File: src/rtl/uart_rx_core.sv
// 8N1 UART receiver: 2-flop synchronized rx, mid-bit sampling from a half-bit
// start qualification, held valid/ack byte handoff and sticky error flags.
module uart_rx_core #(
  parameter int unsigned BAUD_DIV = 2604
) (
  input  logic       clk,
  input  logic       reset,
  input  logic       rx,
  input  logic       rx_ack,
  input  logic       err_clr,
  output logic [7:0] rx_data,
  output logic       rx_valid,
  output logic       overrun,
  output logic       frame_err,
  output logic       busy
);

  typedef enum logic [2:0] {
    S_IDLE,
    S_START,
    S_DATA,
    S_STOP,
    S_WAIT_IDLE
  } state_e;

  localparam logic [15:0] HALF_BIT = 16'(BAUD_DIV / 2 - 1);
  localparam logic [15:0] FULL_BIT = 16'(BAUD_DIV - 1);

  state_e      state_q, state_d;
  logic [1:0]  sync_q, sync_d;
  logic [15:0] cnt_q, cnt_d;
  logic [2:0]  idx_q, idx_d;
  logic [7:0]  shreg_q, shreg_d;
  logic [7:0]  data_q, data_d;
  logic        valid_q, valid_d;
  logic        overrun_q, overrun_d;
  logic        frame_err_q, frame_err_d;
  logic        rx_s;
  logic        commit;

  assign rx_s = sync_q[1];

  always_comb begin
    // NOTE: every signal gets a default first so no path through this block
    // leaves a value unassigned, which would otherwise infer a latch.
    state_d     = state_q;
    sync_d      = {sync_q[0], rx};
    cnt_d       = cnt_q;
    idx_d       = idx_q;
    shreg_d     = shreg_q;
    data_d      = data_q;
    valid_d     = valid_q;
    overrun_d   = overrun_q;
    frame_err_d = frame_err_q;
    commit      = 1'b0;

    // Clear first so a set later in this block wins over err_clr.
    if (err_clr) begin
      overrun_d   = 1'b0;
      frame_err_d = 1'b0;
    end

    if (cnt_q != 16'd0) cnt_d = cnt_q - 16'd1;

    unique case (state_q)
      S_IDLE: begin
        if (!rx_s) begin
          state_d = S_START;
          cnt_d   = HALF_BIT;
        end
      end
      S_START: begin
        if (cnt_q == 16'd0) begin
          if (rx_s) begin
            state_d = S_IDLE;
          end else begin
            state_d = S_DATA;
            cnt_d   = FULL_BIT;
            idx_d   = 3'd0;
          end
        end
      end
      S_DATA: begin
        if (cnt_q == 16'd0) begin
          shreg_d[idx_q] = rx_s;
          cnt_d          = FULL_BIT;
          idx_d          = idx_q + 3'd1;
          if (idx_q == 3'd7) state_d = S_STOP;
        end
      end
      S_STOP: begin
        if (cnt_q == 16'd0) begin
          if (rx_s) begin
            commit  = 1'b1;
            state_d = S_IDLE;
          end else begin
            frame_err_d = 1'b1;
            state_d     = S_WAIT_IDLE;
          end
        end
      end
      S_WAIT_IDLE: begin
        if (rx_s) state_d = S_IDLE;
      end
      default: state_d = S_IDLE;
    endcase

    // A same-cycle ack frees the holding register, so the new byte lands.
    if (commit) begin
      if (!valid_q || rx_ack) begin
        data_d  = shreg_d;
        valid_d = 1'b1;
      end else begin
        overrun_d = 1'b1;
      end
    end else if (rx_ack) begin
      valid_d = 1'b0;
    end
  end

  // NOTE: sequential state uses non-blocking assignments only, so every flop
  // samples the pre-edge value of every other flop regardless of statement order.
  always_ff @(posedge clk or posedge reset) begin
    if (reset) begin
      state_q     <= S_IDLE;
      sync_q      <= 2'b11;
      cnt_q       <= 16'd0;
      idx_q       <= 3'd0;
      // NOTE: the shift register is reset too; it is small, and resetting it
      // guarantees no stale partial byte survives an aborted frame.
      shreg_q     <= 8'd0;
      data_q      <= 8'd0;
      valid_q     <= 1'b0;
      overrun_q   <= 1'b0;
      frame_err_q <= 1'b0;
    end else begin
      state_q     <= state_d;
      sync_q      <= sync_d;
      cnt_q       <= cnt_d;
      idx_q       <= idx_d;
      shreg_q     <= shreg_d;
      data_q      <= data_d;
      valid_q     <= valid_d;
      overrun_q   <= overrun_d;
      frame_err_q <= frame_err_d;
    end
  end

  assign rx_data   = data_q;
  assign rx_valid  = valid_q;
  assign overrun   = overrun_q;
  assign frame_err = frame_err_q;
  assign busy      = (state_q != S_IDLE);

endmodule

File: config.mk
export PLATFORM = sky130hd
export DESIGN_NAME = uart_rx_core
export DESIGN_NICKNAME = d
export VERILOG_FILES = /design/src/rtl/uart_rx_core.sv
export SDC_FILE = /design/constraint.sdc
export NUM_CORES = 1
export LEC_CHECK = 0
export ABC_AREA = 1
export CELL_PAD_IN_SITES_DETAIL_PLACEMENT = 0
export CELL_PAD_IN_SITES_GLOBAL_PLACEMENT = 2
export CORE_MARGIN = 5
export CORE_UTILIZATION = 34
export CTS_CLUSTER_DIAMETER = 50
export DETAILED_ROUTE_END_ITERATION = 10
export MAX_ROUTING_LAYER = met4
export PLACE_DENSITY = 0.8
export SYNTH_ARGS = -nofsm -noshare
export SYNTH_HDL_FRONTEND = slang
export SYNTH_SLANG_ARGS = --single-unit
File: constraint.sdc
create_clock -name clk -period 4.33 [get_ports clk]
set_input_delay 0.866 -clock clk [delete_from_list [all_inputs] [get_ports clk]]
set_output_delay 0.866 -clock clk [all_outputs]
set_load 0.05 [all_outputs]
### Yosys cells after proc, flatten, opt, wreduce, memory -nomap -nowiden

Cells that the tools add are included.

| operators by class | value |
|---|---|
| $add $sub $neg | 2 |
| muxes and demuxes | 37 |
| reductions and logical operators | 13 |
| equal/unequal tests | 13 |
| magnitude comparators | 2 |

Operators with widths:

| kind | count |
|---|---|
| $mux W16 | 5 |
| $pmux W16 S3 | 1 |
| $mux W3 | 10 |
| $logic_not A16 Y1 | 1 |
| $mux W8 | 2 |
| $reduce_bool A16 Y1 | 1 |
| $sub A16 B1 Y16 const B | 1 |
| $pmux W3 S5 | 1 |
| $mux W1 | 14 |
| $ne A2 B2 Y1 const B | 7 |
| $bwmux W8 | 1 |
| $eq A3 B2 Y1 const B | 2 |
| $eq A3 B3 Y1 const B | 2 |
| $pmux W3 S2 | 1 |
| $reduce_and A6 Y1 | 1 |
| $lt A3 B4 Y1 const B | 1 |
| $reduce_and A2 Y1 | 2 |
| $reduce_and A4 Y1 | 1 |
| $reduce_bool A2 Y1 | 2 |
| $add A3 B1 Y3 const B | 1 |
| $demux W1 S3 | 1 |
| $eq A3 B1 Y1 const B | 1 |
| $ge A3 B1 Y1 const B | 1 |
| $logic_not A3 Y1 | 1 |
| 6 further kinds | 6 |

| word-level totals | value |
|---|---|
| input bits | 5 |
| bits in registers | 43 |
| output and inout port bits | 12 |

### Longest topological paths before layout

| depth | value |
|---|---|
| depth after elaboration | 7 |
| mapped depth | 10 |

### Worst setup path after synthesis

Ideal clock, no wire load.

| path | value |
|---|---|
| kind | reg2out |
| from | reg state_q[0] |
| to | out busy |
| path slack | 2.488 ns |
| stages on the path, launching flop included | 3 |
| buffers on the path | 0 |
| data required time | 3.464 ns |
| arrival | 0.976 ns |
| path through | dfrtp_1 -> nor2_2 -> nand2_1 |

| on the way | value |
|---|---|
| cells in the longest elaborated chain, start to end | 1 |

RTL lines:

| item | line | RTL |
|---|---|---|
| start, declared | 29 | `state_e state_q, state_d;` |
| start signal, assigned | 137 | `state_q <= state_d;` |
| $reduce_bool A3 Y1 | 153 | `assign busy = (state_q != S_IDLE);` |
| end, declared | 15 | `output logic busy` |

Every way passes these cells.

### Worst setup path after layout

Same ends and word-level chain as after synthesis.

==> impl_metrics.toml <==
[clock_network]
numCtsBuffers = 5
cts_hold_buf = 0
cts.sinks = 43
cts_htree_levels = 2
max-clock-path-buffers = 2
cts_root_buf = "clkbuf_8"
post_cts_resized = 0
clk_pin_slew_ns = 0.08
post-cts-setup-buffers = 0
insertion_delay_ns = 0.30
cts_tree = "done"

[detailed_routing]
ant_nets = 0
drt_iter0_drc = 72
drc_errors = 0
routed_wl_mm = 5.51
wl_per_cell_um = 12.7
num_vias = 1992
vias_per_cell = 4.60
drt_pass1_iterations = 4

[setup_path]
rr_endpoint = "cnt_q[0]"
path_cells = "nor2_2 > nand2_1 > clkdlybuf4s50_1"
max_stage_delay_ns = 0.73
startpoint_type = "flop"
crit_required_ns = 3.46
cp.arrival_ns = 1.85
r2r_cells = 9
critPathCaptureType = "output port"
rrSetupSlack_ns = 2.36
cp-startpoint = "state_q[0]"
critPathKind = "flop to output port"
crit_path_top_delay_cell = "clkdlybuf4s50_1"
critPathMaxFanout = 6
r2r-start = "cnt_q[0]"

[final_layout]
nFillCells = 765
diodes = 0
drive_above_1_share_pct = 13.2
fin_nets = 343
regArea_um2 = 1080
multi_input_area_um2 = 1230
fin_util_pct = 39.5
areaGrowthSynthToFinish_pct = 13.7
design_area_um2 = 2850
fin_cells = 433

[placement]
dp_hpwl_mm = 4.12
gp_congestion = 0.803
portBuffers = 16
dp.cells = 426
placed_cell_area_um2 = 2760

[floorplanning]
core_um2 = 7210
die_w_um = 95.9
start_util_pct = 34.7
die_y_um = 95.9
rows = 31
num_io_pins = 17
dieArea_um2 = 9190

[timing]
finalSetupTns_ns = 0
setup_viol = 0
rsz0062_at_grt = "false"
timing.final.crit_share_pct = 62.8
timing.final.max_slew_violations = 0
timing.slew.headroom_pct = 39.1
tightest_slew_ns = 0.912
fmax_mhz = 368
min_period_ns = 2.72
skew_ns = 0.00877
hold_violations = 0

[synth]
synth_common_cells = "67 x nand2_1, 41 x dfrtp_1, 40 x nor2_1"
synthArstFlopShare_pct = 100
synthCells = 313
synth_top_flop_cell = "dfrtp_1"
ys_seq_area_share_pct = 43.0
syn_area_um2 = 2510
synth_edf_count = 0
synth.area.top_cells = "dfrtp_1 41%, nand2_1 10%, nor2_1 6.0%, inv_1 5.8%, nand3_1 5.8%"
synthesis.nets = 322
avgSynthCellArea_um2 = 8.01
synth_area_leader_cell = "dfrtp_1"
ys_warn_count = 0
yosysMostFrequentCell = "nand2_1"
ys_ff_latch = 43
netlist-cell-type-count = 32
yosys.area.top_type_share_pct = 40.9

[status]
status = "finished, final reports clean"

[global_route]
grt_use_total_pct = 14.0
antenna_found_initial = 0
grt_pass1_wl_mm = 9.74
grt_max_degree = 44
first_global_vias = 2024
overflow = 0

[min_path]
hold_start = "sync_q[0]"
min_path_cells = 0
holdPathEnd = "sync_q[1]"
holdCritPathClass = "flop to flop"

[power_and_ir_drop]
p_leak_uw = 0.00145
total_power_uw = 686
powerDensity_nw_per_um2 = 241
irDropWorstVdd_v = 0.000131

[flow_run]
cap_viol_max_count = 0
logic make-up after synthesis:
kind of cell             synth area share, %
flip-flops                              43.0
adder cells (fa/ha/maj)                 2.00
buffers and inverters                   7.84
XOR/XNOR                                2.10
AND/OR/NAND/NOR                         39.9
AO/OA/AOI/OAI                           5.14
cell usage in the layout (no fill, tap or decap):
| cell type | count |
|---|---|
| inv_2 | 7 |
| o21ai_1 | 5 |
| nor2_4 | 5 |
| nand2_2 | 3 |
| a21oi_1 | 5 |
| nand3_4 | 1 |
| nor3b_1 | 1 |
| clkbuf_8 | 6 |
| and2_1 | 8 |
| a21oi_2 | 1 |
| clkinv_2 | 1 |
| xor2_1 | 4 |
| a21o_1 | 2 |
| nor2_1 | 40 |
| o21ai_2 | 1 |
| nand3_2 | 2 |
| or2_2 | 1 |
| ha_1 | 4 |
| o22ai_1 | 1 |
| nand4_1 | 9 |
| clkdlybuf4s50_1 | 16 |
| nand2_1 | 67 |
| nand3_1 | 29 |
| dfstp_2 | 2 |
| dfrtp_1 | 41 |
| xnor2_1 | 2 |
| nor3_1 | 7 |
| nand2_4 | 4 |
| inv_1 | 38 |
| nand3b_1 | 3 |
| nor2_8 | 4 |
| o21ai_0 | 8 |
| nor2_2 | 6 |
how the worst max path moves through the flow:
stage | end | cells past startpoint
global route | busy | 3
floorplan | cnt_q[0] | 1
detailed placement | busy | 3
CTS | busy | 3
global placement | busy | 3
finish | busy | 3
worst max-delay path, delay by kind of cell (launching register included):
kind | cells | cell delay (ns)
DFF | 1 | 0.45
buffers and inverters | 1 | 0.73
and+or+nand+nor | 2 | 0.37
layout make-up:
cell class,count,area share (%)
Inverter,45,5.93
Timing Repair Buffer,16,5.62
Sequential cell,43,37.8
Clock inverter,1,0.176
Clock buffer,6,2.90
Tap cell,99,4.35
Multi-Input combinational cell,223,43.2
flip-flops by register name, indices dropped and copies added, names as in the netlist:
register   cells
state_q        3
cnt_q         16
sync_q         2
rx_valid       1
idx_q          3
overrun        1
shreg_q        8
rx_data        8
frame_err      1
metal layers:
metal | GRT usage, % | up-vias | wire length, um
met5 | - | - | 0
met4 | 4.03 | 0 | 81
met3 | 2.89 | 8 | 169
met2 | 21.5 | 30 | 2420
met1 | 18.8 | 922 | 2840
li1 | - | 1032 | -
through the flow:
| stage | worst slack, ns | hold slack (ns) |
|---|---|---|
| finish | 1.61 | 0.358 |
| global route | 1.54 | 0.363 |
| CTS | 1.59 | 0.360 |
| detailed placement | 1.92 | 0.348 |
| global placement | 1.95 | 0.347 |
| floorplan | 2.46 | 0.345 |
power breakdown:
part | internal [uW] | total [uW] | switching (uW)
Clock | 125 | 266 | 141
Combinational | 3.87 | 16.5 | 12.7
Sequential | 403 | 403 | 0.393
(Power assumes the default switching activity.)
